**src/rtl/display_arbiter.sv**
```systemverilog
// ============================================================================
// Module   : display_arbiter
// Purpose  : Round-robin, minimum-dwell arbiter sharing one 4-digit display
//            between NUM_REQ requesters. Optional macro DISPLAY_ARB_PRIORITY_EN
//            lets requester 0 preempt other owners.
// Revision : 1.0 - initial release
// ============================================================================
`default_nettype none

module display_arbiter #(
    parameter int          NUM_REQ = 3,
    parameter logic [15:0] DWELL   = 16'd50000
) (
    input  logic                   clk,
    input  logic                   reset_n,
    input  logic [NUM_REQ-1:0]     req,
    input  logic [16*NUM_REQ-1:0]  req_number,
    input  logic [NUM_REQ-1:0]     req_blank,
    output logic [NUM_REQ-1:0]     grant,
    output logic [1:0]             owner,
    output logic [15:0]            number,
    output logic                   display_lines
);

    typedef enum logic [0:0] {
        S_IDLE = 1'b0,
        S_HOLD = 1'b1
    } state_t;

    state_t               state_q, state_d;
    logic [15:0]          cnt_q, cnt_d;
    logic [1:0]           last_q, last_d;
    logic [1:0]           owner_q, owner_d;
    logic [NUM_REQ-1:0]   grant_q, grant_d;
    logic [15:0]          number_q, number_d;
    logic                 lines_q, lines_d;

    logic                 w_take;
    logic                 w_go_idle;
    logic [1:0]           w_nxt;
    logic                 w_own_req;
    logic [NUM_REQ-1:0]   w_others;
    logic [3:0]           w_blank4;
    logic [63:0]          w_num64;
    logic [3:0]           w_grant4;

    // First set bit of mask searching base+1, base+2, ... wrapping to base.
    function automatic logic [1:0] rr_pick(input logic [NUM_REQ-1:0] mask,
                                           input logic [1:0]         base);
        logic [3:0] m4;
        logic [1:0] pick;
        logic [1:0] cand;
        logic       found;
        int         idx;
        m4    = 4'(mask);
        pick  = base;
        found = 1'b0;
        for (int k = 1; k <= NUM_REQ; k++) begin
            idx  = (int'(base) + k) % NUM_REQ;
            cand = idx[1:0];
            if (!found && m4[cand]) begin
                pick  = cand;
                found = 1'b1;
            end
        end
        return pick;
    endfunction

    assign w_own_req = |(req & grant_q);
    assign w_others  = req & ~grant_q;
    assign w_blank4  = 4'(req_blank);
    assign w_num64   = 64'(req_number);
    assign w_grant4  = 4'b0001 << w_nxt;

    always_comb begin
        state_d   = state_q;
        cnt_d     = cnt_q;
        last_d    = last_q;
        w_take    = 1'b0;
        w_go_idle = 1'b0;
        w_nxt     = owner_q;

        if (state_q == S_IDLE) begin
            if (|req) begin
                w_take = 1'b1;
                w_nxt  = rr_pick(req, last_q);
            end else begin
                w_go_idle = 1'b1;
            end
        end else begin
            if (cnt_q != DWELL) begin
                cnt_d = cnt_q + 16'd1;
            end
`ifdef DISPLAY_ARB_PRIORITY_EN
            if (req[0] && !grant_q[0]) begin
                w_take = 1'b1;
                w_nxt  = 2'd0;
            end else
`endif
            if (!w_own_req) begin
                if (|w_others) begin
                    w_take = 1'b1;
                    w_nxt  = rr_pick(w_others, last_q);
                end else begin
                    w_go_idle = 1'b1;
                end
            end else if ((cnt_q >= DWELL - 16'd1) && (|w_others)) begin
                w_take = 1'b1;
                w_nxt  = rr_pick(w_others, last_q);
            end
        end

        if (w_take) begin
            state_d = S_HOLD;
            cnt_d   = 16'd0;
            last_d  = w_nxt;
        end
        if (w_go_idle) begin
            state_d = S_IDLE;
            cnt_d   = 16'd0;
        end

        // Outputs are loaded every cycle so the owner's value tracks live.
        if (w_go_idle) begin
            grant_d  = '0;
            owner_d  = owner_q;
            number_d = 16'd0;
            lines_d  = 1'b1;
        end else begin
            grant_d  = w_grant4[NUM_REQ-1:0];
            owner_d  = w_nxt;
            number_d = w_num64[{w_nxt, 4'b0000} +: 16];
            lines_d  = w_blank4[w_nxt];
        end
    end

    always_ff @(posedge clk or negedge reset_n) begin
        if (!reset_n) begin
            state_q  <= S_IDLE;
            cnt_q    <= 16'd0;
            last_q   <= 2'(NUM_REQ - 1);
            owner_q  <= 2'd0;
            grant_q  <= '0;
            number_q <= 16'd0;
            lines_q  <= 1'b1;
        end else begin
            state_q  <= state_d;
            cnt_q    <= cnt_d;
            last_q   <= last_d;
            owner_q  <= owner_d;
            grant_q  <= grant_d;
            number_q <= number_d;
            lines_q  <= lines_d;
        end
    end

    assign grant         = grant_q;
    assign owner         = owner_q;
    assign number        = number_q;
    assign display_lines = lines_q;

endmodule

`default_nettype wire

```
**config.mk**
```make
export PLATFORM = sky130hd
export DESIGN_NAME = display_arbiter
export DESIGN_NICKNAME = d
export VERILOG_FILES = /design/src/rtl/display_arbiter.sv
export SDC_FILE = /design/constraint.sdc
export NUM_CORES = 1
export LEC_CHECK = 0
export CORE_MARGIN = 2
export CORE_UTILIZATION = 50
export DETAILED_ROUTE_END_ITERATION = 10
export PLACE_DENSITY_LB_ADDON = 0.1
export SYNTH_ARGS = -nofsm -noshare
export SYNTH_HDL_FRONTEND = slang
export SYNTH_SLANG_ARGS = --single-unit
```
**constraint.sdc**
```tcl
create_clock -name clk -period 4.6 [get_ports clk]
set_clock_uncertainty 0.15 [all_clocks]
set_input_delay 0.92 -clock clk [delete_from_list [all_inputs] [get_ports clk]]
set_output_delay 0.92 -clock clk [all_outputs]
set_load 0.05 [all_outputs]
```
==> flow_summary.yaml, run 1 <==
worst_setup_path:
  r2r_end: "number[12]"
  r2r_cells: 10
  cp_cell_sequence: "clkdlybuf4s50_1 > and2b_1 > nor4_1 > o32ai_1 > a21oi_1 > a211o_1 > a31o_2 > nor3_4 > a22o_1"
  crit_type: "input pin to flop"
  timing.reg2reg.setup_slack_ns: 0.98
  cp_num_buf_inv: 1
  cpPeakStageDelay_ns: 0.69
  critPathTopFamily: "compound AO/OA/AOI/OAI gates"
  crit_arrival_ns: 3.91
  slowest_stage: "clkdlybuf4s50_1"
  required_ns: 4.67
  end_kind: "flop"
  cp-start-kind: "input pin"
  rr_startpoint: "last_q[0]"
  worstPathMaxFanout: 20
floorplan:
  dieArea_sq_um: 5870
  die_w_um: 76.6
  boundaryPins: 78
  rows: 26
  die_y_um: 76.6
  start_util: 0.516
  core-area_sq_um: 5110
routing:
  drcViolationCount: 0
  wl_per_cell_um: 13.9
  antenna_left: 0
  via_per_inst: 5.41
  drt_wl_total_um: 6020
  highest_layer: "met4"
  wl_met3_um: 444
  wl_met1_um: 2720
  first_pass_iters: 5
  drtIter0Drc: 138
  wl_met2_um: 2810
  vias: 2349
cells_and_area:
  synthToLayoutAreaGrowth_pct: 32.8
  n_antenna_cell: 0
  drive_above_1_share: 0.0687
  nNetsFinal: 423
clocking:
  clk-insertion-delay-late_ns: 0.28
  cts_setup_buffers: 0
  clock_path_buffers: 2
  path_clk_slew_ns: 0.08
  clock_sinks: 41
  cts_max_level: 2
  cts_tree: "yes"
  post_cts_resize_count: 0
  cts_made_buffers: 5
  cts_hold_buffers: 0
  cts_root_buf: "clkbuf_8"
worst_hold_path:
  hp-start: "cnt_q[13]"
  hold_depth: 2
  hold_end: "cnt_q[13]"
  hold_class: "flop to flop"
timing:
  final_max_slew_viol_count: 0
  period_share: 0.835
  min_period_ns: 3.84
  setup_viol: 0
  max_freq_mhz: 260
  slew-limit-headroom: 0.425
  finalWorstSetupSlack_ns: 0.759
  final.setup.tns_ns: 0
  tightest_slew_ns: 0.863
  rsz0062_at_grt: "false"
  hold_viol: 0
synth:
  synth-edff-count: 0
  synthCells: 294
  synth_ff_type: "dfrtp_1"
  syn-num-nets: 354
  synth.yosys.seq_area_share: 0.390
  postSynthAreaPerCell_sq_um: 8.96
  ys_warn_count: 0
  synth_area_sq_um: 2640
  synth_cell_types: 54
  async_reset_ff_frac: 1.00
  ys_seq_elements: 41
grt:
  grt_first_pass_wirelength_um: 10400
  grt_pass1_vias: 2274
  antenna_found_initial: 0
  grt_max_degree: 42
  grt_remaining_overflow: 0
  grt_usage: 0.216
placed_design:
  dp.final_hpwl_um: 4390
  gp_congestion: 0.908
  place.port_buffers: 77
  post-place-ws_ns: 0.461
power:
  leakagePower_nw: 1.55
  finalPower_mw: 2.39
  peakVddDrop_mv: 0.355
  cellPowerDensity_nw_per_um2: 683
outcome:
  status: "finished clean"
job:
  cap_violations: 0
metal layers:
metal	up-vias	track usage
li1	1179	-
met5	-	0
met4	0	0.0491
met1	1076	0.295
met3	4	0.0533
met2	90	0.350
stage by stage:
step	hold slack (ns)	util	instances	instance area, sq um
global placement	0.395	0.664	426	3390
CTS	0.419	0.685	434	3500
finish	0.415	0.685	434	3500
detailed placement	0.398	0.664	426	3390
floorplan	0.355	-	294	2640
global route	0.453	0.685	434	3500
final cells by class:
class / count / area, sq um
clock buffer: 7 / 96.3
clock inverter: 1 / 8.76
fill: 429 / 1610
inverter: 10 / 50.0
multi-input combinational: 225 / 1440
sequential: 41 / 1030
tap: 70 / 87.6
timing repair buffer: 80 / 788
state kept, by name, indices dropped and copies added, names as in the netlist:
signal / flops
state_q: 1
owner: 2
display_lines: 1
grant: 3
cnt_q: 16
number: 16
last_q: 2
placed cells by master, fill, tap and decap left out, types with 4 or more instances in the layout:
cell and count:
a21oi_1 15, a22o_1 16, clkbuf_8 7, clkdlybuf4s50_1 76, dfrtp_1 39, ha_1 4
inv_1 6, mux2i_1 19, nand2_1 45, nand2b_1 5, nand3_1 12, nand4_1 5
nor2_1 26, nor2b_1 6, nor3_1 5, o21ai_0 5, o21ai_1 5, xnor2_1 4
xor2_1 11
kinds of logic (layout without fill, tap and decap cells):
group,after synthesis,count (layout),synth area share
muxes,19,19,0.0722
DFF,41,41,0.390
xor gates and xnor gates,15,15,0.0499
buffers and inverters,28,98,0.0636
and+or+nand+nor,120,120,0.222
adders and majority gates,4,4,0.0190
AOI/OAI and AO/OA,67,67,0.183
worst max-delay path by stage:
stage	start	endpoint	slack, ns	depth (start not counted)
floorplan	req[0]	number[10]	1.57	10
global placement	req[2]	number[9]	0.49	9
detailed placement	req[2]	number[15]	0.46	9
CTS	req[2]	number[12]	0.76	9
global route	req[2]	number[5]	0.55	9
finish	req[2]	number[12]	0.76	9
where the power goes:
group          total, mW  internal [mW]  switching, mW
clock              0.258          0.138          0.119
sequential         0.558          0.487         0.0709
combinational       1.57          0.618          0.956
Yosys cell counts, types with 3 or more instances:
library cell  number  share of area
a211oi_1           3         0.0085
a21oi_1           15          0.028
a22o_1            16          0.053
buf_2              6          0.011
buf_4              3         0.0085
buf_6              4          0.017
clkbuf_1           4         0.0057
dfrtp_1           39           0.37
ha_1               4          0.019
inv_1              6         0.0085
inv_2              3         0.0043
mux2i_1           19          0.072
nand2_1           45          0.064
nand2b_1           5          0.012
nand3_1           12          0.023
nand4_1            5          0.012
nor2_1            26          0.037
nor2b_1            6          0.014
nor3_1             5         0.0095
nor4_1             3         0.0071
o211ai_1           3         0.0085
o21ai_0            5         0.0095
o21ai_1            5         0.0095
xnor2_1            4          0.013
xor2_1            11          0.037
worst register-to-register path: stages, from the launching register on:
cell and delay (ns):
dfrtp_1 0.43, inv_1 0.11, ha_1 0.54, nor3b_1 0.44, o21ai_0 0.14, o211ai_1 0.14, a21oi_1 0.11, a211o_1 0.30
a31o_2 0.38, nor3_4 0.58, a22o_1 0.24
Power figures use the tool's default switching activity.
==> run 2, diff against run 1 <==
--- a/config.mk
+++ b/config.mk
@@ -6,7 +6,7 @@
 export NUM_CORES = 1
 export LEC_CHECK = 0
 export CORE_MARGIN = 2
-export CORE_UTILIZATION = 50
+export CORE_UTILIZATION = 48
 export DETAILED_ROUTE_END_ITERATION = 10
 export PLACE_DENSITY_LB_ADDON = 0.1
 export SYNTH_ARGS = -nofsm -noshare
==> constraint.sdc (replaced) <==
create_clock -name clk -period 3.95 [get_ports clk]
set_clock_uncertainty 0.15 [all_clocks]
set_input_delay 0.79 -clock clk [delete_from_list [all_inputs] [get_ports clk]]
set_output_delay 0.79 -clock clk [all_outputs]
set_load 0.05 [all_outputs]
==> run 2 against run 1 <==
Net effect:
- setup slack lost 0.13 ns
- largest power group unchanged
- via count grew 4.6%
- non-clock buffer count grew 5
- global-route usage grew 0.33 points
- register-to-register slack lost 0.35 ns
- count of clock-buffer cells in the layout shrank 1
- highest routed layer unchanged
- first-iteration DRC count grew 21%
- combinational power grew 20%
- clock power grew 13%
- sequential share of layout area shrank 0.24 points
- critical path depth grew 2
==> flow_summary.yaml, run 2 (same netlist as run 1, synthesis figures left out) <==
outcome:
  status: "finished clean"
clocking:
  path_clk_slew_ns: 0.08
  cts_root_buf: "clkbuf_8"
  cts_made_buffers: 5
  clock_path_buffers: 2
  clock_sinks: 41
  cts_hold_buffers: 0
  clk-insertion-delay-late_ns: 0.30
  cts_setup_buffers: 0
  cts_tree: "yes"
  post_cts_resize_count: 0
  cts_max_level: 2
worst_hold_path:
  hold_depth: 2
  hold_class: "flop to flop"
timing:
  period_share: 0.841
  rsz0062_at_grt: "false"
  max_freq_mhz: 301
  hold_viol: 0
  slew-limit-headroom: 0.410
  tightest_slew_ns: 0.886
  setup_viol: 0
  min_period_ns: 3.32
  final_max_slew_viol_count: 0
  final.setup.tns_ns: 0
  finalWorstSetupSlack_ns: 0.628
cells_and_area:
  drive_above_1_share: 0.0813
  regArea_sq_um: 1030
  nNetsFinal: 428
  fillers: 437
  layout_commonest_cell: "clkdlybuf4s50_1"
  final_cells: 439
  n_antenna_cell: 0
  synthToLayoutAreaGrowth_pct: 33.9
  multiInputGateArea_sq_um: 1440
  mostFrequentLayoutCells: "clkdlybuf4s50_1 (76), nand2_1 (45), dfrtp_1 (39)"
routing:
  vias: 2458
  drcViolationCount: 0
  drtIter0Drc: 167
  wl_per_cell_um: 14.9
  antenna_left: 0
  first_pass_iters: 5
  via_per_inst: 5.60
  drt_wl_total_um: 6530
grt:
  grt_pass1_vias: 2308
  grt_max_degree: 42
  met3_usage: 0.0713
  grt_use_met2: 0.375
  grt_usage: 0.220
  top_usage_layer: "met2"
  use_met1: 0.265
  grt_remaining_overflow: 0
  grt_first_pass_wirelength_um: 10700
  antenna_found_initial: 0
floorplan:
  die_y_um: 78.1
  dieArea_sq_um: 6100
  die_w_um: 78.1
  boundaryPins: 78
  start_util: 0.506
  core-area_sq_um: 5200
  rows: 26
worst_setup_path:
  r2r_end: "number[11]"
  cp_cell_sequence: "inv_1 > ha_1 > nor2b_1 > a21oi_1 > o221a_2 > a41o_1 > nor2_1 > o211a_1 > buf_4 > mux2i_1 > a22o_1"
  crit_arrival_ns: 3.41
  worstPathMaxFanout: 21
  r2r_cells: 11
  rr_startpoint: "last_q[0]"
  end_kind: "flop"
  required_ns: 4.04
  endpoint: "number[11]"
  crit_type: "flop to flop"
  slowest_stage: "ha_1"
  cp-start-kind: "flop"
  critical_path.startpoint: "last_q[0]"
  timing.reg2reg.setup_slack_ns: 0.63
  cpPeakStageDelay_ns: 0.56
placed_design:
  dp.final_hpwl_um: 4820
  placed_cells: 431
  place.port_buffers: 77
  gp_congestion: 0.962
  post-place-ws_ns: 0.358
power:
  peakVddDrop_mv: 0.383
  swShare: 0.485
  cellPowerDensity_nw_per_um2: 800
  p_switching_mw: 1.37
  seqPwrFrac: 0.230
  power_frac_comb: 0.667
  p_int_mw: 1.45
  power_frac_clock: 0.103
  leakagePower_nw: 1.57
job:
  cap_violations: 0
[run 2: changes by cell type in the layout (fill, tap and decap cells not counted)]
cell      delta
clkinv_4     +1
clkinv_2     +1
clkbuf_8     -1
buf_4        +5
inv_6        -1
[run 2: power groups by stage]
stage	clock [mW]	combinational, mW	sequential (mW)
floorplan	0	1.08	1.01
global placement	0	1.86	0.650
detailed placement	0	1.88	0.654
CTS	0.298	1.88	0.648
global route	0.312	2.03	0.661
finish	0.292	1.88	0.649
[run 2: worst min-delay path by stage]
stage | from | endpoint | slack, ns
after floorplan | reset_n | cnt_q[0] | 0.34
after global placement | cnt_q[11] | cnt_q[11] | 0.40
after detailed placement | last_q[1] | last_q[1] | 0.41
after CTS | last_q[1] | last_q[1] | 0.42
after global routing | last_q[1] | last_q[1] | 0.47
final | last_q[1] | last_q[1] | 0.42
[run 2: area by class of cell]
| cell class | count | share of cell area |
|---|---|---|
| multi-input cells | 225 | 0.408 |
| inverters | 10 | 0.0142 |
| clock buffers | 6 | 0.0234 |
| clock inverters | 2 | 0.00390 |
| well taps | 70 | 0.0248 |
| flip-flops and latches | 41 | 0.292 |
| repair buffers | 85 | 0.234 |
[run 2: worst max-delay path, delay by kind of cell (launching register included)]
| family | cells | cell delay [ns] |
|---|---|---|
| compound gates | 5 | 1.05 |
| fa+ha+maj | 1 | 0.56 |
| buf+inv | 2 | 0.46 |
| flops | 1 | 0.45 |
| simple gates | 2 | 0.34 |
| mux | 1 | 0.25 |
[run 2: stage by stage]
step                total power [mW]  utilization  area, sq um  hold WS [ns]
finish                          2.82        0.678         3530         0.420
global route                    3.00        0.678         3530         0.472
CTS                             2.83        0.678         3530         0.418
detailed placement              2.54        0.659         3430         0.406
global placement                2.51        0.659         3430         0.398
floorplan                       2.09            -         2640         0.344
[run 2: layer usage]
metal  part of all wire  vias to the layer above
met5                  0                        -
met4              0.013                        0
met3              0.082                        9
met2               0.49                      100
met1               0.42                     1160
li1                   -                     1189
==> run 3, diff against run 2 <==
--- a/config.mk
+++ b/config.mk
@@ -6,7 +6,7 @@
 export NUM_CORES = 1
 export LEC_CHECK = 0
 export CORE_MARGIN = 2
-export CORE_UTILIZATION = 48
+export CORE_UTILIZATION = 43
 export DETAILED_ROUTE_END_ITERATION = 10
 export PLACE_DENSITY_LB_ADDON = 0.1
 export SYNTH_ARGS = -nofsm -noshare
==> constraint.sdc (replaced) <==
create_clock -name clk -period 2.9 [get_ports clk]
set_clock_uncertainty 0.15 [all_clocks]
set_input_delay 0.58 -clock clk [delete_from_list [all_inputs] [get_ports clk]]
set_output_delay 0.58 -clock clk [all_outputs]
set_load 0.05 [all_outputs]
==> run 3 against run 2 <==
Net effect:
- die area increased by 11%
- combinational power increased by 78%
- first-iteration DRC count decreased by 19%
- maximum frequency increased by 17%
- cell area increased by 11%
- sequential power increased by 35%
- non-clock buffer count increased by 30
- highest routed layer unchanged
- utilization decreased by 1.3 points
- register-to-register slack got worse by 0.56 ns
- worst hold slack got worse by 0.16 ns
- sequential cell count unchanged
==> flow_summary.yaml, run 3 (same netlist as run 1, synthesis figures left out) <==
cells_and_area:
  final_cells: 473
  layout_commonest_cell: "clkdlybuf4s50_1"
  drive_above_1_share: 0.181
  mostFrequentLayoutCells: "clkdlybuf4s50_1 (74), nand2_1 (45), dfrtp_1 (39)"
  n_antenna_cell: 0
  synthToLayoutAreaGrowth_pct: 49.2
  fillers: 486
  nNetsFinal: 458
timing:
  setup_viol: 0
  hold_viol: 0
  slew-limit-headroom: 0.405
  whs_ns: 0.259
  tightest_slew_ns: 0.892
  final.setup.tns_ns: 0
  period_share: 0.977
  final_max_slew_viol_count: 0
  min_period_ns: 2.83
  max_freq_mhz: 353
floorplan:
  dieArea_sq_um: 6770
  boundaryPins: 78
  core-area_sq_um: 5920
  die_y_um: 82.3
  start_util: 0.445
  rows: 28
  die_w_um: 82.3
worst_setup_path:
  required_ns: 2.98
  slowest_stage: "dfstp_2"
  crit_cells: 11
  rr_startpoint: "last_q[1]"
  cp_num_buf_inv: 4
  cp-start-kind: "flop"
  critical_path.startpoint: "last_q[1]"
  timing.reg2reg.setup_slack_ns: 0.07
  end_kind: "flop"
  cp_cell_sequence: "buf_6 > ha_4 > buf_4 > o221a_2 > a41o_1 > nor2_2 > o211a_4 > clkinv_8 > nor3_4 > clkbuf_16 > a22o_1"
  r2r_cells: 11
  worstPathMaxFanout: 8
  cpPeakStageDelay_ns: 0.56
  crit_arrival_ns: 2.91
  critPathTopFamily: "compound AO/OA/AOI/OAI gates"
  crit_type: "flop to flop"
grt:
  grt_max_degree: 42
  grt_pass1_vias: 2343
  antenna_found_initial: 0
  grt_remaining_overflow: 0
  grt_usage: 0.205
  grt_first_pass_wirelength_um: 10700
routing:
  highest_layer: "met4"
  drcViolationCount: 0
  wl_met2_um: 3250
  drt_wl_total_um: 6800
  vias: 2570
  antenna_left: 0
  via_per_inst: 5.43
  drtIter0Drc: 136
  wl_met3_um: 650
  first_pass_iters: 5
  wl_per_cell_um: 14.4
  wl_met1_um: 2810
worst_hold_path:
  hold_class: "input pin to asynchronous set/reset pin"
placed_design:
  gp_congestion: 0.938
  dp.final_hpwl_um: 4810
  placed_cells: 459
  place.port_buffers: 77
outcome:
  status: "finished clean"
clocking:
  clk-insertion-delay-late_ns: 0.29
  cts_hold_buffers: 0
  cts_made_buffers: 5
  path_clk_slew_ns: 0.07
  cts_max_level: 2
  cts_root_buf: "clkbuf_8"
  clock_path_buffers: 2
  clock_sinks: 41
  cts_tree: "yes"
power:
  leakagePower_nw: 1.77
  cellPowerDensity_nw_per_um2: 1170
  finalPower_mw: 4.60
  peakVddDrop_mv: 0.562
job:
  cap_violations: 0
-- run 3: path summary, 6_finish.rpt --
kind,to
max reg2reg,number[3]
min reg2reg,cnt_q[15]
max in group asynchronous,cnt_q[10]
max,number[3]
min,last_q[0]
min in group clk,cnt_q[15]
-- run 3: power breakdown --
group / internal, mW / switching, mW
Sequential: 0.773 / 0.104
Combinational: 1.57 / 1.78
Clock: 0.188 / 0.187
-- run 3: cell type report --
cell class | count | area, sq um | share of cell area
clock buffer | 6 | 82.6 | 0.0210
clock inverter | 1 | 7.51 | 0.00191
inverter | 10 | 50.0 | 0.0127
multi-input combinational | 225 | 1540 | 0.393
sequential | 41 | 1030 | 0.262
tap | 75 | 93.8 | 0.0239
timing repair buffer | 115 | 1130 | 0.286
-- run 3: stage by stage --
step	util	setup WS [ns]	area (sq um)
4_1_cts	0.633	0.0418	3750
3_3_place_gp	0.616	-0.318	3650
5_1_grt	0.664	-0.0605	3930
6_report	0.664	0.0656	3930
2_1_floorplan	-	0.0726	2640
3_5_place_dp	0.616	-0.319	3650
-- run 3: routing by layer --
layer / vias up / track usage
met1: 1201 / 0.258
li1: 1251 / -
met3: 8 / 0.0663
met2: 110 / 0.331
met4: 0 / 0.0750
met5: - / 0
-- run 3: repair_timing --
item	CTS	global route
endpoints found under the setup margin	18	21
gates cloned	0	1
pin swaps	0	16
endpoints found under the hold margin	0	0
setup buffers	0	6
gates resized for setup	5	23
-- run 3: worst register-to-register path: stages (launching register included) --
cell and delay [ns]:
dfstp_2 0.56, buf_6 0.10, ha_4 0.23, buf_4 0.16, o221a_2 0.31, a41o_1 0.26
nor2_2 0.12, o211a_4 0.23, clkinv_8 0.06, nor3_4 0.26, clkbuf_16 0.21, a22o_1 0.13
